File: src/rtl/llc_set_hazard_fifo.sv
// llc_set_hazard_fifo: set-tagged stage buffer between LLC pipeline stages.
// Holds DEPTH packets with their set index, answers NUM_QUERY combinational
// "set in flight?" queries, and optionally keeps the last popped set live
// as a hazard until the downstream stage signals release.
module llc_set_hazard_fifo #(
    parameter int DATA_WIDTH = 32,
    parameter int SET_BITS   = 9,
    parameter int DEPTH      = 4,
    parameter int NUM_QUERY  = 2,
    parameter int HOLD_EN    = 1
) (
    input  logic                          i_clk,
    input  logic                          i_rst,
    input  logic                          i_flush,
    input  logic                          i_push_valid,
    output logic                          o_push_ready,
    input  logic [DATA_WIDTH-1:0]         i_push_data,
    input  logic [SET_BITS-1:0]           i_push_set,
    output logic                          o_pop_valid,
    input  logic                          i_pop_ready,
    output logic [DATA_WIDTH-1:0]         o_pop_data,
    output logic [SET_BITS-1:0]           o_pop_set,
    input  logic                          i_release,
    output logic                          o_hold_valid,
    input  logic [NUM_QUERY*SET_BITS-1:0] i_query_set,
    output logic [NUM_QUERY-1:0]          o_query_hit,
    output logic [$clog2(DEPTH+1)-1:0]    o_usage,
    output logic                          o_full,
    output logic                          o_empty
);

    localparam int PW = $clog2(DEPTH);
    localparam int CW = $clog2(DEPTH+1);

    logic [DATA_WIDTH-1:0] r_data [DEPTH];
    logic [SET_BITS-1:0]   r_set  [DEPTH];
    // one occupancy flag per slot keeps the hazard compare a flat AND-OR
    logic [DEPTH-1:0]      r_occ;
    logic [PW-1:0]         r_rd_ptr;
    logic [PW-1:0]         r_wr_ptr;
    logic [CW-1:0]         r_count;
    logic [SET_BITS-1:0]   r_hold_set;
    logic                  r_hold_valid;

    logic w_push_fire;
    logic w_pop_fire;
    logic w_hold_ok;

    assign o_full       = (r_count == CW'(DEPTH));
    assign o_empty      = (r_count == '0);
    assign o_usage      = r_count;
    assign o_hold_valid = r_hold_valid;
    assign o_push_ready = !o_full && !i_flush;
    // with a hold register, a new pop needs the previous set released first
    assign w_hold_ok    = (HOLD_EN == 0) || !r_hold_valid || i_release;
    assign o_pop_valid  = !o_empty && !i_flush && w_hold_ok;
    assign w_push_fire  = i_push_valid && o_push_ready;
    assign w_pop_fire   = o_pop_valid && i_pop_ready;
    assign o_pop_data   = r_data[r_rd_ptr];
    assign o_pop_set    = r_set[r_rd_ptr];

    // payload storage; not reset, stale contents are masked by r_occ
    always_ff @(posedge i_clk) begin
        if (w_push_fire) begin
            r_data[r_wr_ptr] <= i_push_data;
            r_set[r_wr_ptr]  <= i_push_set;
        end
    end

    // pointers, occupancy and count; flush and reset both empty the buffer
    always_ff @(posedge i_clk) begin
        if (i_rst || i_flush) begin
            r_rd_ptr <= '0;
            r_wr_ptr <= '0;
            r_count  <= '0;
            r_occ    <= '0;
        end else begin
            if (w_pop_fire) begin
                r_rd_ptr        <= r_rd_ptr + PW'(1);
                r_occ[r_rd_ptr] <= 1'b0;
            end
            if (w_push_fire) begin
                r_wr_ptr        <= r_wr_ptr + PW'(1);
                r_occ[r_wr_ptr] <= 1'b1;
            end
            case ({w_push_fire, w_pop_fire})
                2'b10:   r_count <= r_count + CW'(1);
                2'b01:   r_count <= r_count - CW'(1);
                default: r_count <= r_count;
            endcase
        end
    end

    // hold register: captures each popped set, cleared by a bare release
    always_ff @(posedge i_clk) begin
        if (i_rst || i_flush || (HOLD_EN == 0)) begin
            r_hold_valid <= 1'b0;
            r_hold_set   <= '0;
        end else if (w_pop_fire) begin
            r_hold_valid <= 1'b1;
            r_hold_set   <= o_pop_set;
        end else if (i_release) begin
            r_hold_valid <= 1'b0;
        end
    end

    // per-port hazard compare against every occupied slot plus the hold set
    for (genvar q = 0; q < NUM_QUERY; q++) begin : g_query
        logic [SET_BITS-1:0] w_qs;
        assign w_qs = i_query_set[q*SET_BITS +: SET_BITS];
        always_comb begin
            o_query_hit[q] = r_hold_valid && (r_hold_set == w_qs);
            for (int j = 0; j < DEPTH; j++) begin
                if (r_occ[j] && (r_set[j] == w_qs)) o_query_hit[q] = 1'b1;
            end
        end
    end

endmodule

File: config.mk
export PLATFORM = sky130hd
export DESIGN_NAME = llc_set_hazard_fifo
export DESIGN_NICKNAME = d
export VERILOG_FILES = /design/src/rtl/llc_set_hazard_fifo.sv
export SDC_FILE = /design/constraint.sdc
export NUM_CORES = 1
export LEC_CHECK = 0
export ABC_AREA = 1
export BUFFER_PORTS_ARGS = -buffer_cell sky130_fd_sc_hd__buf_2
export CORE_MARGIN = 2
export CORE_UTILIZATION = 60
export DETAILED_ROUTE_END_ITERATION = 10
export GPL_ROUTABILITY_DRIVEN = 0
export PLACE_DENSITY = 0.83
export SETUP_SLACK_MARGIN = 0.05
export SKIP_CTS_REPAIR_TIMING = 1
export SLEW_MARGIN = 20
export SYNTH_ARGS = -nofsm -noshare
export SYNTH_HDL_FRONTEND = slang
export SYNTH_SLANG_ARGS = --single-unit
File: constraint.sdc
create_clock -name i_clk -period 3.5 [get_ports i_clk]
set_clock_uncertainty 0.15 [all_clocks]
set_input_delay 0.7 -clock i_clk [delete_from_list [all_inputs] [get_ports i_clk]]
set_output_delay 0.7 -clock i_clk [all_outputs]
set_load 0.005 [all_outputs]
==> results.sh <==
export IMPL_status="finished, final reports clean"
export IMPL_hpwl_um=13300
export IMPL_grt_pass1_vias=6122
export IMPL_cp_num_buf_inv=2
export IMPL_core_area_um2=13900
export IMPL_setup_viol=0
export IMPL_switching_share_pct=23.2
export IMPL_nets=1053
export IMPL_p_leak_nw=4.01
export IMPL_p_seq_share_pct=53.0
export IMPL_tightest_slew_ns=0.795
export IMPL_drv_slew=0
export IMPL_die_x_um=123
export IMPL_clock_sinks=187
export IMPL_met1_length_um=8020
export IMPL_worstSetupPathType="flip-flop to output pin"
export IMPL_syn_area_um2=8520
export IMPL_first_pass_iters=5
export IMPL_endpoint_kind="output pin"
export IMPL_cp_arrival_ns=2.14
export IMPL_critPathMaxStageDelay_ns=0.61
export IMPL_num_vias=6682
export IMPL_drtIter0Drc=713
export IMPL_max_freq_ghz=0.334
export IMPL_drive_gt1_share_pct=17.7
export IMPL_grt_pass1_wl_um=30400
export IMPL_io_pins=116
export IMPL_clock_latency_ns=0.42
export IMPL_tns_ns=0
export IMPL_p_clk_share_pct=41.1
export IMPL_relSlewSlack_pct=47.0
export IMPL_vias_per_cell=5.70
export IMPL_power_switching_mw=1.08
export IMPL_crit_cells=4
export IMPL_gr_total_overflow=0
export IMPL_final_core_util_pct=71.2
export IMPL_cp_max_fo=74
export IMPL_drc_errors=0
export IMPL_critPathCapture="o_pop_set[7]"
export IMPL_antenna_found_initial=2
export IMPL_synth_cell_types=27
export IMPL_die_area_um2=15200
export IMPL_start_kind="flip-flop"
export IMPL_finalCritPeriodShare_pct=85.5
export IMPL_synth_area_top_cells="edfxtp_1, nand2_1, nor2_1"
export IMPL_synth_common_cells="nand2_1, edfxtp_1, nor2_1"
export IMPL_synth_edf_count=164
export IMPL_drv_cap=0
export IMPL_ys_ff_latch=187
export IMPL_r2r_start="o_usage[0]"
export IMPL_avgSynthCellArea_um2=9.87
export IMPL_whs_ns=0.329
export IMPL_die_h_um=123
export IMPL_crit_slowest_cell="buf_4"
export IMPL_areaGrowthSynthToFinish_pct=16.1
export IMPL_synth_nets=938
export IMPL_cp_top_family="buffers and inverters"
export IMPL_synth_largest_area_cell="edfxtp_1"
export IMPL_power_density_nw_per_um2=472
export IMPL_ir_worst_vdd_v=0.000528
export IMPL_yosysWarnings=0
export IMPL_syn_inst=863
export IMPL_highest_layer="met5"
export IMPL_antenna_left=0
export IMPL_route_met3_wl_um=1780
export IMPL_wl_um=19900
export IMPL_grt_util_all_layers_pct=26.8
export IMPL_ys_seq_area_share_pct=63.2
export IMPL_timing_rr_end="o_usage[2]"
export IMPL_required_ns=2.65
export IMPL_wl_per_cell_um=17.0
export IMPL_port_buffers=115
export IMPL_start_util_pct=61.3
export IMPL_yosys_cell_count_top_type="nand2_1"
export IMPL_power_frac_comb_pct=5.9
export IMPL_numCtsBuffers=17
export IMPL_rsz0062_at_grt="no"
export IMPL_yosys_most_used_dff="edfxtp_1"
export IMPL_ys_async_sr_fraction_pct=0
export IMPL_post_route_min_period_ns=2.99
export IMPL_final_hold_viol_count=0
export IMPL_hold_path_class="primary input to flip-flop"
export IMPL_rows=43
export IMPL_cts_buffer_depth=2
export IMPL_cts_tree="built"
export IMPL_regToRegSetupSlack_ns=1.28
export IMPL_grt_max_degree=75
export IMPL_root_buffer="clkbuf_16"
export IMPL_cp_cell_sequence="buf_4 -> o21ai_0 -> o22ai_1 -> buf_2"
export IMPL_r2r_cells=12
export IMPL_synth_top_area_share_pct=57.8
export IMPL_wl_met2_um=9530
export IMPL_path_clk_slew_ns=0.07
export IMPL_p_int_mw=3.58
export IMPL_cts_max_level=4
## how the worst min path moves through the flow
| stage | from | to | depth (start not counted) |
|---|---|---|---|
| after floorplan | r_occ[1] | r_occ[1] | 2 |
| after global placement | o_usage[2] | o_usage[2] | 2 |
| after detailed placement | o_usage[2] | o_usage[2] | 2 |
| after CTS | i_push_data[21] | r_data[0][21] | 1 |
| after global routing | i_push_data[21] | r_data[3][21] | 1 |
| final | i_push_data[21] | r_data[0][21] | 1 |
## stage by stage
stage / instances / area [um^2] / setup slack [ns] / total power [mW]
global placement: 1139 / 9280 / 0.945 / 2.79
floorplan: 863 / 8520 / 1.04 / 2.66
finish: 1172 / 9880 / 0.509 / 4.67
CTS: 1171 / 9880 / 0.488 / 4.68
global route: 1172 / 9880 / 0.434 / 4.81
detailed placement: 1139 / 9280 / 0.897 / 2.79
## worst register-to-register path, stage by stage, from the launching register on
cell and delay [ns]:
dfxtp_1 0.32, inv_1 0.09, nand3_1 0.14, nand4_2 0.08
buf_4 0.21, inv_1 0.09, ha_1 0.14, inv_1 0.06
fa_1 0.38, a21oi_1 0.14, o21ai_0 0.11, o21ai_0 0.15
a21oi_1 0.05
## per-layer routing
layer | up-vias | GRT usage (%)
li1 | 3168 | -
met1 | 3090 | 33.4
met2 | 358 | 44.2
met3 | 64 | 7.43
met4 | 2 | 11.4
met5 | - | 0
## power by group through the flow
stage	clock [mW]	combinational (mW)	sequential [mW]
2_1_floorplan	0	0.137	2.52
3_3_place_gp	0	0.264	2.52
3_5_place_dp	0	0.270	2.52
4_1_cts	1.94	0.272	2.47
5_1_grt	2.02	0.306	2.48
6_report	1.92	0.275	2.47
## sequential cells by signal, summed over array words and instances (netlist names), named ones only
| signal | cells |
|---|---|
| r_set | 36 |
| r_hold_set | 9 |
| r_occ | 4 |
| o_hold_valid | 1 |
| r_data | 128 |
| r_wr_ptr | 2 |
| r_rd_ptr | 2 |
| o_usage | 3 |
## final cells by class
cell class	instances	area (um^2)
multi-input cells	568	2670
fillers	1034	4000
flip-flops and latches	187	5390
diodes	1	2.50
inverters	75	284
clock buffers	17	425
clock inverters	15	174
well taps	180	225
repair buffers	129	718
## cells in the final DEF, fill, tap and decap left out, types with 2 or more instances in the layout
master,instances
nor3_1,2
a21boi_0,2
buf_2,115
nand4_1,3
inv_2,4
clkinv_2,2
xor2_1,11
ha_1,9
buf_4,11
inv_8,6
dfxtp_1,22
edfxtp_1,164
xnor2_1,5
a21oi_1,42
buf_12,3
clkbuf_16,17
inv_1,70
nand3_1,21
a21oi_2,3
clkinv_8,2
clkinv_4,2
nand2_1,176
o22ai_1,34
o21ai_2,3
nor2_1,147
o21ai_0,106
## cell families after synthesis
logic type / Yosys count / share of synthesized area, %
flip-flops: 187 / 63.2
AND/OR/NAND/NOR: 351 / 16.1
buffers and inverters: 108 / 5.42
adder cells (fa/ha/maj): 10 / 1.56
XOR/XNOR: 16 / 1.65
AO/OA/AOI/OAI: 191 / 12.0
No activity file was read; power rests on OpenSTA's default activity.
